File: src/rtl/reg_xfer_if.sv
// reg_xfer_if
// Command and control-bus bundle between the instruction decoder and the
// register-transfer sequencer.
//   cmd_valid/cmd_ready  command handshake (decoder -> sequencer)
//   cmd_op               0 = MOV (src -> dst over data bus), 1 = ALU (dst <- alu_result)
//   cmd_src/cmd_dst      register codes 0..7 = A, B, C, D, M1, M2, X, Y
//   sel/ld               one-hot bus select and load strobes to the register unit
//   busy/done/err        sequencer status; done and err are one-cycle pulses
// master: decoder side. slave: sequencer side.
interface reg_xfer_if;
    logic       cmd_valid;
    logic       cmd_ready;
    logic       cmd_op;
    logic [2:0] cmd_src;
    logic [2:0] cmd_dst;
    logic [7:0] sel;
    logic [7:0] ld;
    logic       busy;
    logic       done;
    logic       err;

    modport master (
        output cmd_valid, cmd_op, cmd_src, cmd_dst,
        input  cmd_ready, sel, ld, busy, done, err
    );

    modport slave (
        input  cmd_valid, cmd_op, cmd_src, cmd_dst,
        output cmd_ready, sel, ld, busy, done, err
    );
endinterface

File: src/rtl/reg_xfer_ctrl.sv
// reg_xfer_ctrl
// Sequencer for the register unit. Takes one transfer command at a time and
// drives the per-register bus select and load strobes with relay-safe timing:
// select is asserted alone for SETTLE_CYCLES before the load strobe and held
// alone for SETTLE_CYCLES after it, so relays make before load and break after.
//   MOV src!=dst : SEL(S) -> LOAD(L) -> HOLD(S) -> DONE
//   MOV src==dst : DONE (no strobes)
//   ALU          : LOAD(L, no select) -> DONE
// Ports:
//   clk    rising-edge clock
//   rst_n  asynchronous active-low reset; aborts any command in flight
//   bus    reg_xfer_if.slave (cmd_* in; cmd_ready, sel, ld, busy, done, err out)
// Parameters:
//   SETTLE_CYCLES  select-alone cycles before and after the load (1..15)
//   LOAD_CYCLES    load strobe length in cycles (1..15)
// Build option:
//   REG_XFER_DST_CHECK_EN  when defined, ALU commands whose destination is not
//   A or D are accepted but not executed: done and err pulse together.
//   When undefined, err is constant 0.
// All outputs come straight from flops; no combinational path from cmd_* to sel/ld.
module reg_xfer_ctrl #(
    parameter int SETTLE_CYCLES = 2,
    parameter int LOAD_CYCLES   = 3
) (
    input  logic      clk,
    input  logic      rst_n,
    reg_xfer_if.slave bus
);
    typedef enum logic [2:0] {
        S_IDLE,
        S_SEL,
        S_LOAD,
        S_HOLD,
        S_DONE
    } state_t;

    // The counter is loaded with N-1 on entry and the state is left when it hits 0,
    // so a state lasts exactly N cycles.
    localparam logic [3:0] SETTLE_RLD = 4'(SETTLE_CYCLES - 1);
    localparam logic [3:0] LOAD_RLD   = 4'(LOAD_CYCLES - 1);

    state_t     state;
    logic [3:0] cnt;
    logic [7:0] sel_r;
    logic [7:0] ld_r;
    logic       busy_r;
    logic       done_r;
    logic       err_r;
    logic       ready_r;

    // Captured command fields (no reset needed: only read after an accept).
    logic       op_r;
    logic [2:0] dst_r;

    function automatic logic [7:0] onehot(input logic [2:0] code);
        onehot = 8'b1 << code;
    endfunction

    always_ff @(posedge clk) begin
        if (state == S_IDLE && bus.cmd_valid) begin
            op_r  <= bus.cmd_op;
            dst_r <= bus.cmd_dst;
        end
    end

    always_ff @(posedge clk or negedge rst_n) begin
        if (!rst_n) begin
            state   <= S_IDLE;
            cnt     <= 4'd0;
            sel_r   <= 8'h00;
            ld_r    <= 8'h00;
            busy_r  <= 1'b0;
            done_r  <= 1'b0;
            err_r   <= 1'b0;
            ready_r <= 1'b1;
        end else begin
            done_r <= 1'b0;
            err_r  <= 1'b0;
            case (state)
                S_IDLE: begin
                    // cmd_ready is high exactly in IDLE, so valid alone completes the handshake.
                    if (bus.cmd_valid) begin
                        busy_r  <= 1'b1;
                        ready_r <= 1'b0;
                        if (bus.cmd_op) begin
`ifdef REG_XFER_DST_CHECK_EN
                            if (bus.cmd_dst != 3'd0 && bus.cmd_dst != 3'd3) begin
                                state  <= S_DONE;
                                cnt    <= 4'd0;
                                done_r <= 1'b1;
                                err_r  <= 1'b1;
                            end else
`endif
                            begin
                                state <= S_LOAD;
                                cnt   <= LOAD_RLD;
                                ld_r  <= onehot(bus.cmd_dst);
                            end
                        end else if (bus.cmd_src == bus.cmd_dst) begin
                            // Register copied onto itself: nothing to move.
                            state  <= S_DONE;
                            cnt    <= 4'd0;
                            done_r <= 1'b1;
                        end else begin
                            state <= S_SEL;
                            cnt   <= SETTLE_RLD;
                            sel_r <= onehot(bus.cmd_src);
                        end
                    end
                end

                S_SEL: begin
                    if (cnt == 4'd0) begin
                        state <= S_LOAD;
                        cnt   <= LOAD_RLD;
                        ld_r  <= onehot(dst_r);
                    end else begin
                        cnt <= cnt - 4'd1;
                    end
                end

                S_LOAD: begin
                    if (cnt == 4'd0) begin
                        ld_r <= 8'h00;
                        if (op_r) begin
                            state  <= S_DONE;
                            cnt    <= 4'd0;
                            done_r <= 1'b1;
                        end else begin
                            // Select stays on through HOLD so the load relay opens first.
                            state <= S_HOLD;
                            cnt   <= SETTLE_RLD;
                        end
                    end else begin
                        cnt <= cnt - 4'd1;
                    end
                end

                S_HOLD: begin
                    if (cnt == 4'd0) begin
                        state  <= S_DONE;
                        cnt    <= 4'd0;
                        sel_r  <= 8'h00;
                        done_r <= 1'b1;
                    end else begin
                        cnt <= cnt - 4'd1;
                    end
                end

                S_DONE: begin
                    state   <= S_IDLE;
                    cnt     <= 4'd0;
                    busy_r  <= 1'b0;
                    ready_r <= 1'b1;
                end

                default: begin
                    state   <= S_IDLE;
                    cnt     <= 4'd0;
                    sel_r   <= 8'h00;
                    ld_r    <= 8'h00;
                    busy_r  <= 1'b0;
                    ready_r <= 1'b1;
                end
            endcase
        end
    end

    assign bus.cmd_ready = ready_r;
    assign bus.sel       = sel_r;
    assign bus.ld        = ld_r;
    assign bus.busy      = busy_r;
    assign bus.done      = done_r;
    assign bus.err       = err_r;

endmodule

File: src/flat_wrapper.sv
// flat-port wrapper written by rule: the top's interface ports become plain ports
module reg_xfer_ctrl_flat 
#(
    parameter int SETTLE_CYCLES = 2,
    parameter int LOAD_CYCLES   = 3
)
  (clk, rst_n, bus_cmd_valid, bus_cmd_op, bus_cmd_src, bus_cmd_dst, bus_cmd_ready, bus_sel, bus_ld, bus_busy, bus_done, bus_err);
  reg_xfer_if bus_i ();
  input  logic clk;
  input  logic rst_n;
  input wire logic [$bits(bus_i.cmd_valid)-1:0] bus_cmd_valid;
  input wire logic [$bits(bus_i.cmd_op)-1:0] bus_cmd_op;
  input wire logic [$bits(bus_i.cmd_src)-1:0] bus_cmd_src;
  input wire logic [$bits(bus_i.cmd_dst)-1:0] bus_cmd_dst;
  output wire logic [$bits(bus_i.cmd_ready)-1:0] bus_cmd_ready;
  output wire logic [$bits(bus_i.sel)-1:0] bus_sel;
  output wire logic [$bits(bus_i.ld)-1:0] bus_ld;
  output wire logic [$bits(bus_i.busy)-1:0] bus_busy;
  output wire logic [$bits(bus_i.done)-1:0] bus_done;
  output wire logic [$bits(bus_i.err)-1:0] bus_err;
  assign bus_i.cmd_valid = bus_cmd_valid;
  assign bus_i.cmd_op = bus_cmd_op;
  assign bus_i.cmd_src = bus_cmd_src;
  assign bus_i.cmd_dst = bus_cmd_dst;
  assign bus_cmd_ready = bus_i.cmd_ready;
  assign bus_sel = bus_i.sel;
  assign bus_ld = bus_i.ld;
  assign bus_busy = bus_i.busy;
  assign bus_done = bus_i.done;
  assign bus_err = bus_i.err;
  reg_xfer_ctrl #(.SETTLE_CYCLES(SETTLE_CYCLES), .LOAD_CYCLES(LOAD_CYCLES)) u_core (.clk(clk), .rst_n(rst_n), .bus(bus_i));
endmodule
File: config.mk
export PLATFORM = sky130hd
export DESIGN_NAME = reg_xfer_ctrl_flat
export DESIGN_NICKNAME = d
export VERILOG_FILES = /design/src/rtl/reg_xfer_if.sv /design/src/rtl/reg_xfer_ctrl.sv /design/src/flat_wrapper.sv
export SDC_FILE = /design/constraint.sdc
export NUM_CORES = 1
export LEC_CHECK = 0
export ABC_CLOCK_PERIOD_IN_PS = 4800
export CORE_MARGIN = 5
export CORE_UTILIZATION = 56
export DETAILED_ROUTE_END_ITERATION = 10
export PLACE_DENSITY = 0.94
export SLEW_MARGIN = 15
export SYNTH_ARGS = -nofsm -noshare
export SYNTH_HDL_FRONTEND = slang
export SYNTH_SLANG_ARGS = --single-unit
File: constraint.sdc
create_clock -name clk -period 4.8 [get_ports clk]
set_input_delay 0.48 -clock clk [delete_from_list [all_inputs] [get_ports clk]]
set_output_delay 0.48 -clock clk [all_outputs]
set_load 0.05 [all_outputs]
### Word-level counts from Yosys, hierarchy flattened

Index checks and enable logic that the tools add are counted.

| word-level totals | value |
|---|---|
| register bits | 30 |

| cells by class | value |
|---|---|
| reduce and logical (&&, ||, !) cells | 10 |
| $add $sub $neg | 1 |
| bitwise logic cells | 3 |
| shifts and indexed selects | 3 |
| muxes and demuxes | 36 |
| equal/unequal tests | 12 |

Operators with widths:

| operator | count |
|---|---|
| $mux 8 | 7 |
| $pmux 8 s4 | 1 |
| $pmux 8 s3 | 1 |
| $shl 1x3->8 const A | 3 |
| $mux 3 | 7 |
| $mux 4 | 5 |
| $pmux 4 s4 | 1 |
| $pmux 3 s4 | 1 |
| $mux 1 | 10 |
| $reduce_and 5->1 | 2 |
| $ne 2x2->1 const B | 4 |
| $eq 3x2->1 const B | 2 |
| $ne 2x1->1 const B | 3 |
| $reduce_or 3->1 | 2 |
| $logic_not 4->1 | 1 |
| $pmux 1 s2 | 2 |
| $reduce_and 4->1 | 1 |
| $sub 4x1->4 const B | 1 |
| $eq 3x1->1 const B | 1 |
| $eq 3x3->1 | 1 |
| $eq 3x3->1 const B | 1 |
| $logic_not 3->1 | 1 |
| $not 1->1 | 3 |
| $pmux 1 s3 | 1 |
| 3 further kinds | 3 |

### Longest topological paths before layout

| depth | value |
|---|---|
| depth in word-level cells | 5 |
| depth in mapped cells | 6 |

### Worst setup path before layout

No wires, ideal clock.

| path | value |
|---|---|
| kind | register to register |
| from | reg u_core.state[0] |
| to | reg u_core.ld_r[2] (netlist: u_core.bus.ld[2]) |
| buffers on the path | 2 |
| cell stages (with the launch flop) | 7 |
| setup slack | 3223 ps |
| required time | 4675 ps |
| setup time | 125 ps |
| data arrival time | 1452 ps |
| cell sequence | dfrtp_1 -> buf_6 -> or2_2 -> o211ai_1 -> o21a_1 -> buf_6 -> mux2_2 |

| between the ends | value |
|---|---|
| word-level cells in the longest chain between the ends | 4 |

Ends and longest elaborated chain:

| what | RTL line | source |
|---|---|---|
| start, declared | reg_xfer_ctrl.sv:42 | `state_t state;` |
| start signal, assigned | reg_xfer_ctrl.sv:68 | `state <= S_IDLE;` |
| start signal, assigned | reg_xfer_ctrl.sv:95 | `state <= S_LOAD;` |
| start signal, assigned | reg_xfer_ctrl.sv:101 | `state <= S_DONE;` |
| $eq 3x3->1 or $eq 3x2->1 (tied branches) | reg_xfer_ctrl.sv:79 | `case (state)` |
| $reduce_or 2->1 (no source line) | - |  |
| $not 1->1 (no source line) | - |  |
| $reduce_and 5->1 (no source line) | - |  |
| end signal, assigned | reg_xfer_ctrl.sv:97 | `ld_r <= onehot(bus.cmd_dst);` |
| end signal, assigned | reg_xfer_ctrl.sv:116 | `ld_r <= onehot(dst_r);` |
| end, declared | reg_xfer_ctrl.sv:45 | `logic [7:0] ld_r;` |

Parallel ways exist; a longest one is shown, timed or not.
A chain may end at the register's enable or synchronous reset.

### Worst setup path in the final report

| path | value |
|---|---|
| from | reg u_core.state[2] |
| to | reg u_core.ld_r[3] (netlist: u_core.bus.ld[3]) |

Same word-level chain as after synthesis.

==> metrics.cfg <==
[status]
status = complete, no violations

[placed_design]
placedCellCount = 209
gp_congestion = 0.854
port_buffers = 28
hpwl_um = 2580
dpl-instance-area_um2 = 1910
post-place-ws_ns = 2.56

[global_route]
grt_pass1_vias = 1301
grt.total_usage = 0.189
use_met2 = 0.309
grt_use_met1 = 0.232
grt_use_met3 = 0.0683
grt_pass1_wl_um = 6070
grt_max_degree = 27
antenna_found_initial = 0
busiest_layer = met2
grt_remaining_overflow = 0

[synthesis]
seq_area_frac_synth = 0.466
synth_edf_count = 4
netlist_instances = 160
ys_warn_count = 0
ys_ff_latch = 30
synth_area_per_cell_um2 = 10.4
synthFlopType = dfrtp_1
netlist_area_um2 = 1660
ys_types = 40
syn-num-nets = 170
async_flop_share = 0.867

[power]
power_switching_share = 0.488
clkPwrFrac = 0.103
seqPwrFrac = 0.334
power_mw = 1.49
internal_power_mw = 0.764
ir_drop_mv = 0.418
power.leakage_nw = 0.826
power_switching_mw = 0.727
comb_power_share = 0.563
powerDensity_nw_per_um2 = 759

[timing]
worstMarginPinSlew_ns = 0.769
finalHoldWorstSlack_ns = 0.126
rsz0062_at_grt = false
finalCriticalPeriod_ns = 2.15
fmax_ghz = 0.465
setup_ws_ns = 2.65
setup_tns_ns = 0
finalSetupViolCount = 0
hold_violations = 0
report.final.slew_viol_count = 0
min_period_over_period = 0.448
finClkSkew_ns = 0.0109
slew-limit-headroom = 0.487

[flow_run]
maxCapViolations = 0

[routing]
wl_per_cell_um = 16.2
drt.antenna.violating_nets = 0
dr.first_iter.drc_count = 62
dr.pass1.iters = 4
routed-via-count = 1307
wirelength_um = 3530
drc_errors = 0
vias_per_cell = 6.02

[die]
die_w_um = 64.4
dieArea_um2 = 4150
num_io_pins = 30
coreArea_um2 = 2810
die_h_um = 64.4
initial_core_util = 0.591
rows = 19

[clocking]
h-tree-depth = 2
postCtsSetupBuffers = 0
cts_tree = done
cts_buffers = 5
clk_pin_slew_ns = 0.09
clock-sinks = 30
worst_skew_pair.late_latency_ns = 0.33
cts-hold-fix-buffers = 0
cts_resized = 0
ctsLongestPathBuffers = 2
cts-root-buf = clkbuf_4

[setup_path]
endpoint_kind = register
required_ns = 5.02
cp_slowest_stage_delay_ns = 0.85
cp.arrival_ns = 2.37
crit_fanout = 22
critical_path_class = register to register
critPathSlowestCell = dfrtp_1
start_kind = register
worstPathCellList = nor2_1, a32oi_1, o21a_1, mux2_2

[layout]
num_antenna_cells = 0
fillers = 204
drive_gt1_frac = 0.118
fin_util = 0.700
area_delta_synth_final_pct = 18.5
design_area_um2 = 1960
instances_no_fill = 217
nets = 195

[min_path]
hold_path.class = primary input to async pin

==> critical path: cells and delay by family, from the launching register on <==
| kind | cells | cell delay [ns] |
|---|---|---|
| DFF | 1 | 0.85 |
| AOI/OAI and AO/OA | 2 | 0.61 |
| muxes | 1 | 0.38 |
| and+or+nand+nor | 1 | 0.20 |
==> cells in the final DEF, fill, tap and decap left out, types with 4 or more instances in the layout <==
master            n
dfrtp_1          25
nor4_1            4
a32oi_1           9
nor3_1            4
mux2i_1           6
nor2_1           15
o21ai_0           9
nand3_1           4
edfxtp_1          4
a21oi_1           7
nand2_1          14
clkbuf_4          5
clkdlybuf4s50_1  27
mux2_2            8
and3_1            4
==> flip-flops by register name, summed over array words and instances (netlist names) <==
signal / count
u_core.bus.sel: 8
u_core.bus.cmd_ready: 1
u_core.bus.busy: 1
u_core.bus.ld: 8
u_core.state: 3
u_core.dst_r: 3
u_core.op_r: 1
u_core.cnt: 4
u_core.bus.done: 1
==> power by group through the flow <==
stage               clock network [mW]  logic, mW  registers, mW
detailed placement                   0      0.840          0.501
finish                           0.154      0.839          0.497
floorplan                            0      0.430          0.694
global placement                     0      0.819          0.490
global route                     0.171      0.904          0.516
CTS                              0.158      0.844          0.495
==> logic make-up (layout without fill, tap and decap cells) <==
| group | after synthesis | in the layout | synth area share |
|---|---|---|---|
| flops | 30 | 30 | 0.466 |
| simple gates | 61 | 61 | 0.213 |
| compound gates | 37 | 37 | 0.150 |
| buf+inv | 12 | 38 | 0.0446 |
| xor+xnor | 3 | 3 | 0.0159 |
| mux | 16 | 16 | 0.109 |
| other cells | 1 | 1 | 0.00226 |
==> cell usage after synthesis (all sizes together) (2+ instances only) <==
cell    count  share of area
nor2b       3          0.011
nand3       4          0.012
inv         2         0.0045
clkbuf      4         0.0091
nor3        4          0.012
nor2       15          0.034
nor4        5          0.028
edfxtp      4          0.073
o21a        2         0.0091
nand2      14          0.032
dfrtp      25           0.38
a22oi       3          0.014
and3        4          0.015
xnor2       3          0.016
o211ai      2         0.0091
a21o        2         0.0091
buf         6          0.031
a32oi       9          0.048
o21ai       9          0.027
nor3b       2          0.016
nand2b      3          0.011
mux2       10          0.073
a21oi       7          0.021
nand3b      2         0.0091
mux2i       6          0.036
==> final cells by class <==
type	instances	area, µm²	area share
multi-input cells	118	811	0.413
inverters	2	7.51	0.00382
repair buffers	28	275	0.140
well taps	31	38.8	0.0198
flip-flops and latches	30	772	0.393
clock buffers	8	58.8	0.0300
==> metal layers <==
metal / share of wire / up-vias
li1: - / 637
met1: 0.44 / 627
met2: 0.50 / 38
met3: 0.049 / 5
met4: 0.013 / 0
met5: 0 / -
==> final timing paths <==
check / startpoint / endpoint / slack (ns) / cells after the start
setup / recovery: u_core.state[2]$_DFFE_PN0P_ / u_core.bus.ld[3]$_DFFE_PN0P_ / 2.65 / 4
hold / removal: rst_n / u_core.bus.ld[3]$_DFFE_PN0P_ / 0.13 / 1
setup reg to reg: u_core.state[2]$_DFFE_PN0P_ / u_core.bus.ld[3]$_DFFE_PN0P_ / 2.65 / 4
hold reg to reg: u_core.bus.ld[6]$_DFFE_PN0P_ / u_core.bus.ld[6]$_DFFE_PN0P_ / 0.51 / 1
max in group asynchronous: rst_n / u_core.bus.cmd_ready$_DFFE_PN1P_ / 4.29 / 1
min in group clk: u_core.bus.ld[6]$_DFFE_PN0P_ / u_core.bus.ld[6]$_DFFE_PN0P_ / 0.51 / 1
(Power assumes the default switching activity.)
